`src/rtl/crc_chk_param.sv`:
```
// crc_chk_param: streaming CRC checker that absorbs DATA_W bits per beat and reports the residue per frame.
// Optional saturating error counter (ports err_cnt_clr / err_cnt) enabled by defining CRC_CHK_ERR_CNT_EN.
module crc_chk_param #(
    parameter int unsigned      CRC_W  = 16,
    parameter logic [CRC_W-1:0] POLY   = CRC_W'(16'h8005),
    parameter logic [CRC_W-1:0] INIT   = {CRC_W{1'b1}},
    parameter int unsigned      DATA_W = 1
) (
    input  logic              clk,
    input  logic              reset,
    input  logic              in_valid,
    input  logic [DATA_W-1:0] in_data,
    input  logic              in_last,
    input  logic              in_abort,
`ifdef CRC_CHK_ERR_CNT_EN
    input  logic              err_cnt_clr,
    output logic [7:0]        err_cnt,
`endif
    output logic              busy,
    output logic              done,
    output logic              error,
    output logic              crc_ok
);

    localparam int unsigned CNT_W   = 8;
    localparam logic [1:0]  S_IDLE  = 2'd0;
    localparam logic [1:0]  S_ACCUM = 2'd1;
    localparam logic [1:0]  S_CHECK = 2'd2;

    logic [1:0]       r_state;
    logic [1:0]       w_state_nxt;
    logic [CRC_W-1:0] r_crc;
    logic [CRC_W-1:0] w_crc_nxt;
    logic [CRC_W-1:0] w_seed;
    logic [CRC_W-1:0] w_absorbed;
    logic             r_busy;
    logic             r_done;
    logic             r_error;
    logic             r_crc_ok;
    logic             w_busy_nxt;
    logic             w_done_nxt;
    logic             w_error_nxt;
    logic             w_crc_ok_nxt;

    // Unrolled serial LFSR: in_data MSB is absorbed first, all DATA_W steps in one cycle.
    function automatic logic [CRC_W-1:0] f_absorb(input logic [CRC_W-1:0] crc,
                                                   input logic [DATA_W-1:0] data);
        logic [CRC_W-1:0] c;
        logic             fb;
        c = crc;
        for (int unsigned i = 0; i < DATA_W; i++) begin
            fb = c[CRC_W-1] ^ data[DATA_W-1-i];
            c  = {c[CRC_W-2:0], 1'b0};
            if (fb) begin
                c = c ^ POLY;
            end
        end
        return c;
    endfunction

    // State register
    always_ff @(posedge clk or negedge reset) begin
        if (!reset) begin
            r_state <= S_IDLE;
        end else begin
            r_state <= w_state_nxt;
        end
    end

    // Next state, CRC register update and registered status
    always_comb begin
        w_state_nxt  = r_state;
        w_crc_nxt    = r_crc;
        w_busy_nxt   = 1'b0;
        w_done_nxt   = 1'b0;
        w_error_nxt  = r_error;
        w_crc_ok_nxt = r_crc_ok;
        // Only a frame already in progress continues from the register; any other beat starts fresh.
        w_seed       = (r_state == S_ACCUM) ? r_crc : INIT;
        w_absorbed   = f_absorb(w_seed, in_data);

        if (in_abort) begin
            w_state_nxt  = S_IDLE;
            w_crc_nxt    = INIT;
            w_error_nxt  = 1'b0;
            w_crc_ok_nxt = 1'b0;
        end else begin
            case (r_state)
                S_IDLE, S_CHECK: begin
                    if (in_valid) begin
                        w_crc_nxt   = w_absorbed;
                        w_state_nxt = in_last ? S_CHECK : S_ACCUM;
                    end else begin
                        w_state_nxt = S_IDLE;
                    end
                end
                S_ACCUM: begin
                    if (in_valid) begin
                        w_crc_nxt   = w_absorbed;
                        w_state_nxt = in_last ? S_CHECK : S_ACCUM;
                    end
                end
                default: begin
                    w_state_nxt = S_IDLE;
                    w_crc_nxt   = INIT;
                end
            endcase

            if (w_state_nxt == S_CHECK) begin
                w_done_nxt   = 1'b1;
                w_error_nxt  = (w_absorbed != '0);
                w_crc_ok_nxt = (w_absorbed == '0);
            end
        end

        w_busy_nxt = (w_state_nxt == S_ACCUM);
    end

    always_ff @(posedge clk or negedge reset) begin
        if (!reset) begin
            r_crc    <= INIT;
            r_busy   <= 1'b0;
            r_done   <= 1'b0;
            r_error  <= 1'b0;
            r_crc_ok <= 1'b0;
        end else begin
            r_crc    <= w_crc_nxt;
            r_busy   <= w_busy_nxt;
            r_done   <= w_done_nxt;
            r_error  <= w_error_nxt;
            r_crc_ok <= w_crc_ok_nxt;
        end
    end

    assign busy   = r_busy;
    assign done   = r_done;
    assign error  = r_error;
    assign crc_ok = r_crc_ok;

`ifdef CRC_CHK_ERR_CNT_EN
    localparam logic [CNT_W-1:0] CNT_MAX = {CNT_W{1'b1}};

    logic [CNT_W-1:0] r_err_cnt;

    // Counts errored done pulses; clear wins over a same-cycle increment.
    always_ff @(posedge clk or negedge reset) begin
        if (!reset) begin
            r_err_cnt <= '0;
        end else if (err_cnt_clr) begin
            r_err_cnt <= '0;
        end else if (r_done && r_error && (r_err_cnt != CNT_MAX)) begin
            r_err_cnt <= r_err_cnt + CNT_W'(1);
        end
    end

    assign err_cnt = r_err_cnt;
`endif

endmodule

```
`config.mk`:
```
export PLATFORM = sky130hd
export DESIGN_NAME = crc_chk_param
export DESIGN_NICKNAME = d
export VERILOG_FILES = /design/src/rtl/crc_chk_param.sv
export SDC_FILE = /design/constraint.sdc
export NUM_CORES = 1
export LEC_CHECK = 0
export ABC_CLOCK_PERIOD_IN_PS = 1400
export CORE_MARGIN = 2
export CORE_UTILIZATION = 58
export CTS_BUF_LIST = sky130_fd_sc_hd__clkbuf_8
export DETAILED_ROUTE_END_ITERATION = 10
export DONT_BUFFER_PORTS = 1
export MAX_ROUTING_LAYER = met4
export PLACE_DENSITY = 0.76
export SYNTH_ARGS = -nofsm -noshare
export SYNTH_HDL_FRONTEND = slang
export SYNTH_SLANG_ARGS = --single-unit
```
`constraint.sdc`:
```
create_clock -name clk -period 1.4 [get_ports clk]
set_clock_uncertainty 0.2 [all_clocks]
set_input_delay 0.28 -clock clk [delete_from_list [all_inputs] [get_ports clk]]
set_output_delay 0.28 -clock clk [all_outputs]
set_load 0.01 [all_outputs]
```
[Word-level counts from Yosys, hierarchy flattened]
Cells that the tools add are included.
Cells by class
  $add $sub $neg: 0
  $mul: 0
  div/mod/pow operators: 0
  magnitude comparators: 0
  equality and inequality tests: 5
  shifts and indexed selects: 0
  muxes and demuxes: 17
  bitwise logic cells: 2
  reductions and logical operators: 6
Operators with widths (number)
  16-bit 2-to-1 mux: 5
  16-bit logical NOT: 1
  16-bit nonzero test: 1
  2-bit 2-to-1 mux: 5
  1-bit 2-to-1 mux: 6
  2-bit by 1-bit equality test with 1-bit output (second input constant): 2
  2-bit equality test (second input constant): 2
  2-bit case mux with 2 select lines: 1
  3-bit by 1-bit inequality test with 1-bit output (second input constant): 1
  3-bit inverter: 1
  3-bit OR reduction: 1
  2-bit logical NOT: 1
  2-bit nonzero test: 1
  2-bit OR reduction: 1
  1-bit bitwise XOR: 1
Storage, ports and cells
  register bits after elaboration: 22
  latch bits: 0
  memory bits (writable): 0
  ROM bits: 0
  input bits: 6
  output and inout bits: 4
  logic and storage cells: 36
  memories: 0

[Logic depth before layout (Yosys ltp)]
Gate-level depths: netlist (run 1).
  word-level depth: 7
  mapped depth: 5
  depth with buffers taken out: 4

[Worst setup path before layout (run 1)]
OpenSTA, ideal clock, no wires.
  path type: reg-to-reg
  from: register r_crc[10]
  to: register r_error, in the netlist error
  library setup time: 0.133 ns
  arrival: 1.162 ns
  data required time: 1.067 ns
  slack: -0.095 ns
  cell stages (with the launch flop): 4
  buffers on the path: 0
  period minus slack after synthesis: 1.495 ns
  path through: dfstp_2 or4_4 o2111ai_2 o211ai_1
Between the ends
  word-level cells in the longest chain between the ends: 5
RTL lines
  start: declaration: RTL line 32  | logic [CRC_W-1:0] r_crc;
  start signal: assignment: RTL line 127  | r_crc <= w_crc_nxt;
  16-bit 2-to-1 mux: RTL line 79  | w_seed = (r_state == S_ACCUM) ? r_crc : INIT;
  16-bit 2-to-1 mux: RTL line 54  | if (fb) begin
  16-bit nonzero test: RTL line 111  | w_error_nxt = (w_absorbed != '0);
  1-bit 2-to-1 mux: RTL line 109  | if (w_state_nxt == S_CHECK) begin
  1-bit 2-to-1 mux: RTL line 82  | if (in_abort) begin
  end signal: assignment: RTL line 130  | r_error <= w_error_nxt;
  end: declaration: RTL line 38  | logic r_error;
No other way between the ends. The select of a mux whose other input is x is not followed.
A chain may end at the register's enable or synchronous reset.

[Worst setup path after layout (run 1)]
  from: register r_crc[6]
  to: register r_error, in the netlist error
Same word-level chain as after synthesis.

==> results of run 1 <==
[per-stage QoR]
stage	power, mW	hold WS [ns]	setup slack [ns]
after floorplan	0.771	-0.216	-0.0911
after global placement	0.788	-0.215	-0.102
after detailed placement	0.794	-0.215	-0.135
after CTS	1.20	0.00347	-0.143
after global routing	1.24	0.0159	-0.192
final	1.19	0.00534	-0.133
[path summary, 6_finish.rpt]
check	endpoint	slack (ns)	depth (start not counted)
max in group asynchronous	error$_DFFE_PN0P_	0.38	1
setup reg to reg	error$_DFFE_PN0P_	-0.13	3
min in group asynchronous	r_state[0]$_DFF_PN0_	0.04	1
setup / recovery	error$_DFFE_PN0P_	-0.13	3
hold / removal	error$_DFFE_PN0P_	0.005	2
hold reg to reg	r_crc[12]$_DFFE_PN1P_	0.32	2
[metal layers]
metal / global-route usage [%] / vias to the layer above / wire length [um] / part of all wire, %
met5: - / - / 0 / 0
met4: 9.19 / 0 / 12 / 0.57
met3: 7.55 / 2 / 117 / 5.6
met2: 36.5 / 23 / 1060 / 51
met1: 27.2 / 415 / 905 / 43
li1: - / 424 / - / -
[flip-flops by register name, indices dropped and copies added (netlist names)]
name     cells
r_crc       16
busy         1
error        1
r_state      2
crc_ok       1
done         1
[layout make-up]
type                            count  area, um2
Sequential cell                    22        571
Fill cell                         128        485
Multi-Input combinational cell     82        474
Timing Repair Buffer               16        143
Clock buffer                        3       41.3
Tap cell                           25       31.3
Inverter                            4       15.0
Clock inverter                      1       3.75
[power by group through the flow]
stage	combinational (mW)	clock, mW	sequential, mW
floorplan	0.0860	0	0.685
global placement	0.0978	0	0.690
detailed placement	0.103	0	0.691
CTS	0.122	0.397	0.681
global route	0.134	0.425	0.684
finish	0.122	0.382	0.681
[kinds of logic (layout without fill, tap and decap cells)]
family          Yosys count  after routing  share of synthesized area, %
compound gates           28             28                          16.2
xor+xnor                  3              3                          2.37
buf+inv                  12             24                          5.99
flops                    22             22                          51.5
mux                       1              1                         0.904
simple gates             50             50                          23.1
[placed cells by master, fill, tap and decap left out, types with 2 or more instances in the layout]
| cell type | instances |
|---|---|
| nor4bb_1 | 2 |
| o21ai_0 | 3 |
| a21oi_1 | 15 |
| dlygate4sd3_1 | 2 |
| or4_4 | 2 |
| buf_4 | 12 |
| nor2_1 | 30 |
| nor3b_1 | 2 |
| inv_1 | 5 |
| clkbuf_8 | 3 |
| nand2_1 | 4 |
| o211ai_1 | 2 |
| dfrtp_1 | 6 |
| dfstp_2 | 16 |
| xnor2_1 | 2 |
[timing repair]
action                                  in CTS  in global routing
cloned                                       0                  0
hold endpoints to repair                    24                  0
endpoints found under the setup margin      17                 40
hold buffers                                 3                  0
gates resized for setup                      0                  1
[critical path: cells and delay by family (launching register included)]
family / cells / cell delay [ns]
and+or+nand+nor: 1 / 0.53
AOI/OAI and AO/OA: 2 / 0.32
DFF: 1 / 0.37
==> metrics.txt, run 1 <==
initial drt markers 20; CP Max Fanout 2; clock root cell clkbuf_8; Peak VDD IR between 0.6 and 0.7 mV; Post-CTS Setup Bufs 0; sequential share of power 57.5%; worst min path class primary input to flip-flop; Min-Delay Startpoint in_valid; antenna viol nets, final 0; clk sinks 22; switching power 0.269 mW; first-pass GRT wire length 3480 um; Reg clk slew, reported paths approximately 0.08 ns; final setup fails 17; sw frac 22.7%; Synthesized Nets 122; n_diodes 0; Top Ports 10; GRT Total Usage 23.1%; Finished Layout Cells 153; status finished, violations left; gr ovfl total 0; CTS tree built; MaxCap Viol Count 0; Pleak 0.512 nW; reg2reg start r_crc[6]$_DFFE_PN1P_; Synth Instances 116; Clock Power Share 32.2%; Worst-Margin Slew 0.970 ns; period utilisation layout 109%; fin nets 135; Cell Area, Synth 0.00111 mm2; CP Class flip-flop to flip-flop; I/O Buffers 0; violated checks setup timing; wire per inst 13.7 um; initial antenna violation count 0; crit path from r_crc[6]$_DFFE_PN1P_; slowest library cell on the worst path or4_4; post-route setup TNS -1.11 ns; RD Place Congestion ~0.8; CP Capture Type flip-flop; total core area 0.00176 mm2; Final Hold Vio Count 0; Slew Limit Fails 0; Vert. Die Dim roughly 48 um; commonest cells in the netlist nor2_1 (30), dfstp_2 (16), a21oi_1 (15), dfrtp_1 (6); final instance area roughly 0.0013 mm2; post-synth top area cell dfstp_2; number of global-route vias before repair 814; maximum clock rate between 600 and 700 MHz; top-area cell type share of the netlist area 38.0%; Area Overhead vs Synth 15.5%; PwrDens 927 mW/mm2; Main synth FF type dfstp_2; placed insts 146; Clock Latency Late Sink 0.26 ns; WP data required 1.34 ns; ranking of synthesized cells by area dfstp_2 (38%), dfrtp_1 (14%), nor2_1 (10%); Cell Chain, Critical Path or4_4, o2111ai_2, o211ai_1; sequential area share after synthesis 51.5%; Mean Syn Cell Area 9.55 um2; minimum clock period 1.53 ns; largest net degree at the start of global routing 27; Worst path max stage delay roughly 0.53 ns; die width 47.7 um; Pint 0.916 mW; Cell variety after synth 37; Max-Slew Margin vs Limit 35.3%; Synth Register Bits 22; layout cells sized above 1 between 20% and 30%; RSZ-0062 raised after global routing yes; Rows 15; most common cell in the netlist nor2_1; Post-DP HPWL 1490 um; final WL between 2000 and 2500 um; iteration count of the initial detailed-routing pass 4; via count 864; vias per cell 5.65; Residual DRC 0; initial core utilization 62.8%; Setup crit start kind flip-flop; clk buf depth 2; final setup margin -0.133 ns; H-tree levels 1; FFs w/ async S/R, synth 100%; die area 0.00227 mm2; total CTS buffers 3; logic gate share of total power 10.3%; Final Core Density 72.5%; data arrival time of the critical path 1.47 ns; DP Area 0.00120 mm2; number of synthesized flops with an enable pin 0; Yosys warnings 0
Note: power is estimated with default switching activity, not from simulation.
==> run 2: changes to the inputs <==
Settings changed: ABC_CLOCK_PERIOD_IN_PS 1400 to 1300.
Clock period 1.4 ns to 1.3 ns, I/O delays scaled along.
==> run 2 against run 1 <==
Effect of this change:
- the flow still finishes with violations (setup timing)
- first-iteration DRC count fell by 25%
- hold slack improved by 0.0047 ns
- final area rose by 6.7%
- critical path type unchanged
- critical path depth rose by 1
- wire length rose by 11%
- total power rose by 15%
- count of clock-buffer cells in the layout rose by 1
==> metrics.txt, run 2 (synthesis results as in run 1) <==
status finished, violations left; violated checks setup timing; Area Overhead vs Synth 23.2%; via count 922 (+6.7%); Peak VDD IR 0.795 mV (+27%); RD Place Congestion 0.759 (-7.0%); initial antenna violation count 0 (unchanged); CP Class flip-flop to flip-flop; commonest cells after routing, fill and taps aside nor2_1 (30), buf_4 (18), dfstp_2 (16), a21oi_1 (15), dfrtp_1 (6); slowest library cell on the worst path dfrtp_1; # fillers 132 (+3.1%); final WL 2340 um (+11%); crit-path leading delay family flip-flops; CP Capture Type flip-flop; maximum clock rate 637 MHz (-2.3%); worst path bufs/invs 1 (+1); Residual DRC 0 (unchanged); Final Core Density 77.3% (+4.8 points); WL met1 1050 um (+16%); period utilisation layout 121% (+11 points); RSZ-0062 raised after global routing yes; CP Max Fanout 7 (+5); Max-Slew Margin vs Limit 36.9% (+1.6 points); GRT Total Usage 23.2% (+0.062 points); Reg2Reg Depth 4 (+1); Met3 Routed Length 103 um (-12%); Vert. Die Dim 47.7 um (unchanged); clk buf depth 2 (unchanged); final setup fails 18 (+1); die width 47.7 um (unchanged); initial drt markers 15 (-25%); initial core utilization 62.8% (unchanged); gr ovfl total 0 (unchanged); Setup crit start kind flip-flop; Reg clk slew, reported paths 0.08 ns (about the same); I/O Buffers 0 (unchanged); total core area 0.00176 mm2 (unchanged); Worst-Margin Slew 0.947 ns (-0.0233 ns); minimum clock period 1.57 ns (+0.0365 ns); top routing layer in use met4; n_diodes 0 (unchanged); WP data required 1.29 ns (-0.05 ns); H-tree levels 1 (unchanged); clk sinks 22 (unchanged); MaxCap Viol Count 0 (unchanged); post-route setup TNS -2.97 ns (-1.86 ns); Top Ports 10 (unchanged); Slew Limit Fails 0 (unchanged); Pleak 0.548 nW (+7.0%); vias per cell 5.73 (+1.4%); CTS tree built; Rows 15 (unchanged); Top Registers r_crc (16), r_state (2); fin nets 143 (+5.9%); Post-CTS Setup Bufs 0 (unchanged); Cell Chain, Critical Path buf_4, nor4bb_1, o211ai_1, a31o_2; Worst path max stage delay 0.47 ns (-0.06 ns); hold path depth 2 (unchanged); largest net degree at the start of global routing 27 (unchanged); WL met2 1140 um (+7.3%); Reg with most FFs r_crc; max reg flops 16 (unchanged); number of global-route vias before repair 829 (+1.8%); clock root cell clkbuf_8; wire per inst 14.5 um (+5.7%); data arrival time of the critical path 1.56 ns (+0.09 ns); Worst path depth 4 (+1); first-pass GRT wire length 3510 um (+1.0%); final setup margin -0.269 ns (-0.136 ns); antenna viol nets, final 0 (unchanged); total CTS buffers 3 (unchanged); Final Hold Vio Count 0 (unchanged); Post-DP HPWL 1550 um (+4.3%); die area 0.00227 mm2 (unchanged); layout cells sized above 1 34.6% (+5.7 points); PwrDens 1000 mW/mm2 (+8.1%); Clock Latency Late Sink 0.26 ns (about the same); iteration count of the initial detailed-routing pass 4 (unchanged); commonest non-fill, non-tap cell in the layout nor2_1; worst min path class primary input to flip-flop; Hold WS 0.0100 ns (+0.00467 ns)
[run 2: layout make-up]
class / count / area [um2] / share of cell area [%]
tap: 25 / 31.3 / 2.29
sequential: 22 / 571 / 41.8
inverter: 4 / 15.0 / 1.10
multi-input combinational: 83 / 494 / 36.2
clock buffer: 4 / 55.1 / 4.04
timing repair buffer: 23 / 198 / 14.5
[run 2: what timing repair did]
| action | 4_1_cts | 5_1_grt |
|---|---|---|
| pin swaps | 0 | 2 |
| endpoints found under the setup margin | 18 | 43 |
| resized for setup | 0 | 4 |
| hold endpoints to repair | 26 | 2 |
| hold buffers | 3 | 1 |
| cloned | 0 | 1 |
[run 2: power by group]
| part | leakage (nW) | switching, mW | internal, mW |
|---|---|---|---|
| combinational | 0.272 | 0.0760 | 0.0742 |
| sequential | 0.248 | 0.0208 | 0.712 |
| clock | 0.0288 | 0.214 | 0.269 |
[run 2: per-stage QoR]
stage          power (mW)  instance area (um2)  setup slack [ns]  std cells
4_1_cts              1.37                 1330            -0.225        159
5_1_grt              1.42                 1360            -0.278        161
6_report             1.37                 1360            -0.269        161
3_3_place_gp        0.855                 1250            -0.203        152
2_1_floorplan       0.834                 1120            -0.191        116
3_5_place_dp        0.861                 1250            -0.216        152
[run 2: final timing paths]
| path | from | to | slack [ns] |
|---|---|---|---|
| setup / recovery | r_state[1]$_DFF_PN0_ | r_crc[15]$_DFFE_PN1P_ | -0.27 |
| hold / removal | in_data | r_crc[0]$_DFFE_PN1P_ | 0.01 |
| setup reg to reg | r_state[1]$_DFF_PN0_ | r_crc[15]$_DFFE_PN1P_ | -0.27 |
| hold reg to reg | r_crc[14]$_DFFE_PN1P_ | r_crc[14]$_DFFE_PN1P_ | 0.34 |
| max in group asynchronous | reset | busy$_DFF_PN0_ | 0.31 |
| min in group asynchronous | reset | done$_DFF_PN0_ | 0.02 |
[run 2: routing by layer]
layer	GRT usage, %	vias to the layer above
met1	27.4	440
met3	4.91	6
met4	11.9	0
met5	-	-
met2	37.1	33
li1	-	443
==> run 3: changes to the inputs <==
Settings changed: ABC_CLOCK_PERIOD_IN_PS 1300 to 1780, CORE_UTILIZATION 58 to 60.
Clock period 1.3 ns to 1.78 ns, I/O delays scaled along.
==> run 3 against run 2 <==
Effect of this change:
- the flow now finishes without violations
- utilization down 10 points
- total power down 29%
- sequential power down 26%
- clock power down 27%
- hold slack better by 0.058 ns
- non-clock buffer count down 21
- first-iteration DRC count up 33%
- count of clock-buffer cells in the layout unchanged
- fmax down 0.38%
- critical path depth down 1
- sequential share of layout area up 7.4 points
- largest power group unchanged
==> metrics.txt, run 3 (synthesis results as in run 1) <==
status completed; CP Class flip-flop to flip-flop; final setup fails 0 (-18); max reg flops 16 (unchanged); Slew Limit Fails 0 (unchanged); initial antenna violation count 0 (unchanged); post-route setup TNS 0 ns (+2.97 ns); Peak VDD IR 0.479 mV (-40%); largest net degree at the start of global routing 27 (unchanged); logic gate share of total power 7.5% (-3.5 points); Worst path max stage delay 0.54 ns (+0.07 ns); commonest cells after routing, fill and taps aside nor2_1 (30), dfstp_2 (16), a21oi_1 (15), dfrtp_1 (6); sw frac 22.7% (-0.073 points); Reg with most FFs r_crc; number of global-route vias before repair 774 (-6.6%); Top Registers r_crc (16), r_state (2); MaxCap Viol Count 0 (unchanged); reg2reg start r_state[0]$_DFF_PN0_; H-tree levels 1 (unchanged); PwrDens 834 mW/mm2 (-17%); Residual DRC 0 (unchanged); die width 47.0 um (-1.5%); GRT Total Usage 22.3% (-0.88 points); worst path bufs/invs 0 (-1); Setup crit start kind flip-flop; CTS tree built; worst min path class primary input to flip-flop; I/O Buffers 0 (unchanged); Pleak 0.437 nW (-20%); Power Total 0.968 mW (-29%); RD Place Congestion 0.795 (+4.7%); layout cells sized above 1 21.9% (-13 points); vias per cell 5.86 (+2.3%); minimum clock period 1.58 ns (+0.00593 ns); Rows 15 (unchanged); Cell Chain, Critical Path or3b_4, nor2_1, a21oi_1; Max-Slew Margin vs Limit 38.2% (+1.3 points); gr ovfl total 0 (unchanged); WP data required 1.75 ns (+0.46 ns); crit-path leading delay family simple AND/OR/NAND/NOR gates; Vert. Die Dim 47.0 um (-1.5%); total CTS buffers 3 (unchanged); slowest library cell on the worst path dfrtp_1; crit path from r_state[0]$_DFF_PN0_; die area 0.00221 mm2 (-3.1%); clk sinks 22 (unchanged); CP Max Fanout 13 (+6); Final Hold Vio Count 0 (unchanged); Reg clk slew, reported paths 0.08 ns (about the same); RSZ-0062 raised after global routing no; total core area 0.00173 mm2 (-2.1%); Clock Latency Late Sink 0.26 ns (about the same); initial drt markers 20 (+5); clk buf depth 2 (unchanged); Post-DP HPWL 1370 um (-12%); sequential share of power 55.8% (+2.2 points); Clock Power Share 36.7% (+1.3 points); Pint 0.748 mW (-29%); Post-CTS Setup Bufs 0 (unchanged); wire per inst 14.9 um (+2.5%); final WL 2070 um (-12%); antenna viol nets, final 0 (unchanged); fin nets 121 (-15%); clock root cell clkbuf_8; maximum clock rate 635 MHz (-0.38%); data arrival time of the critical path 1.55 ns (about the same); via count 814 (-12%); Min-Delay Startpoint in_valid; Resize count post-CTS 0 (unchanged); commonest non-fill, non-tap cell in the layout nor2_1; Hold WS 0.0676 ns (+0.0576 ns); switching power 0.219 mW (-29%); Area Overhead vs Synth 4.75%; # hold bufs at CTS 1 (-2); n_diodes 0 (unchanged); Top Ports 10 (unchanged); Worst-Margin Slew 0.924 ns (-0.0223 ns); period utilisation layout 88.5% (-32 points); initial core utilization 64.1% (+1.4 points); iteration count of the initial detailed-routing pass 5 (+1); first-pass GRT wire length 3330 um (-5.1%); CP Capture Type flip-flop
-- run 3: cell types whose count changed in the layout (fill, tap and decap cells not counted), sizes merged --
cell / change
buf: -18
dlygate4sd3: -2
or3b: -1
dlymetal6s4s: -1
-- run 3: area by class of cell --
cell class	instances	area [um2]
Clock buffer	4	55.1
Fill cell	146	567
Inverter	4	15.0
Multi-Input combinational cell	82	470
Sequential cell	22	571
Tap cell	25	31.3
Timing Repair Buffer	2	17.5
-- run 3: final timing paths --
kind	to	slack, ns	depth (start not counted)
min reg2reg	r_crc[6]$_DFFE_PN1P_	0.32	2
max in group asynchronous	r_state[0]$_DFF_PN0_	0.35	1
max reg2reg	r_crc[11]$_DFFE_PN1P_	0.20	3
max	r_crc[11]$_DFFE_PN1P_	0.20	3
min	r_crc[0]$_DFFE_PN1P_	0.07	2
min in group asynchronous	r_state[1]$_DFF_PN0_	0.47	1
-- run 3: worst register-to-register path, cell delays in order, from the launching register on --
cell,delay (ns)
dfrtp_1,0.54
or3b_4,0.52
nor2_1,0.14
a21oi_1,0.09
-- run 3: power by group through the flow --
stage               Combinational [mW]  Clock (mW)  Sequential (mW)
floorplan                       0.0676           0            0.539
global placement                0.0593           0            0.547
detailed placement              0.0619           0            0.548
CTS                             0.0735       0.356            0.539
global route                    0.0827       0.381            0.542
finish                          0.0725       0.355            0.540
-- run 3: metal layers --
| metal | vias to the layer above | global-route usage, % | wire, um |
|---|---|---|---|
| met4 | 0 | 8.33 | 11 |
| li1 | 396 | - | - |
| met5 | - | - | 0 |
| met2 | 11 | 35.9 | 1020 |
| met1 | 405 | 28.4 | 997 |
| met3 | 2 | 3.46 | 38 |
-- run 3: stage by stage --
step | cell area, um2 | instances | util [%] | setup WS, ns
after floorplan | 1110 | 116 | - | 0.285
after global placement | 1090 | 134 | 63.4 | 0.263
after detailed placement | 1090 | 134 | 63.4 | 0.240
after CTS | 1160 | 139 | 67.2 | 0.212
after global routing | 1160 | 139 | 67.2 | 0.127
final | 1160 | 139 | 67.2 | 0.205
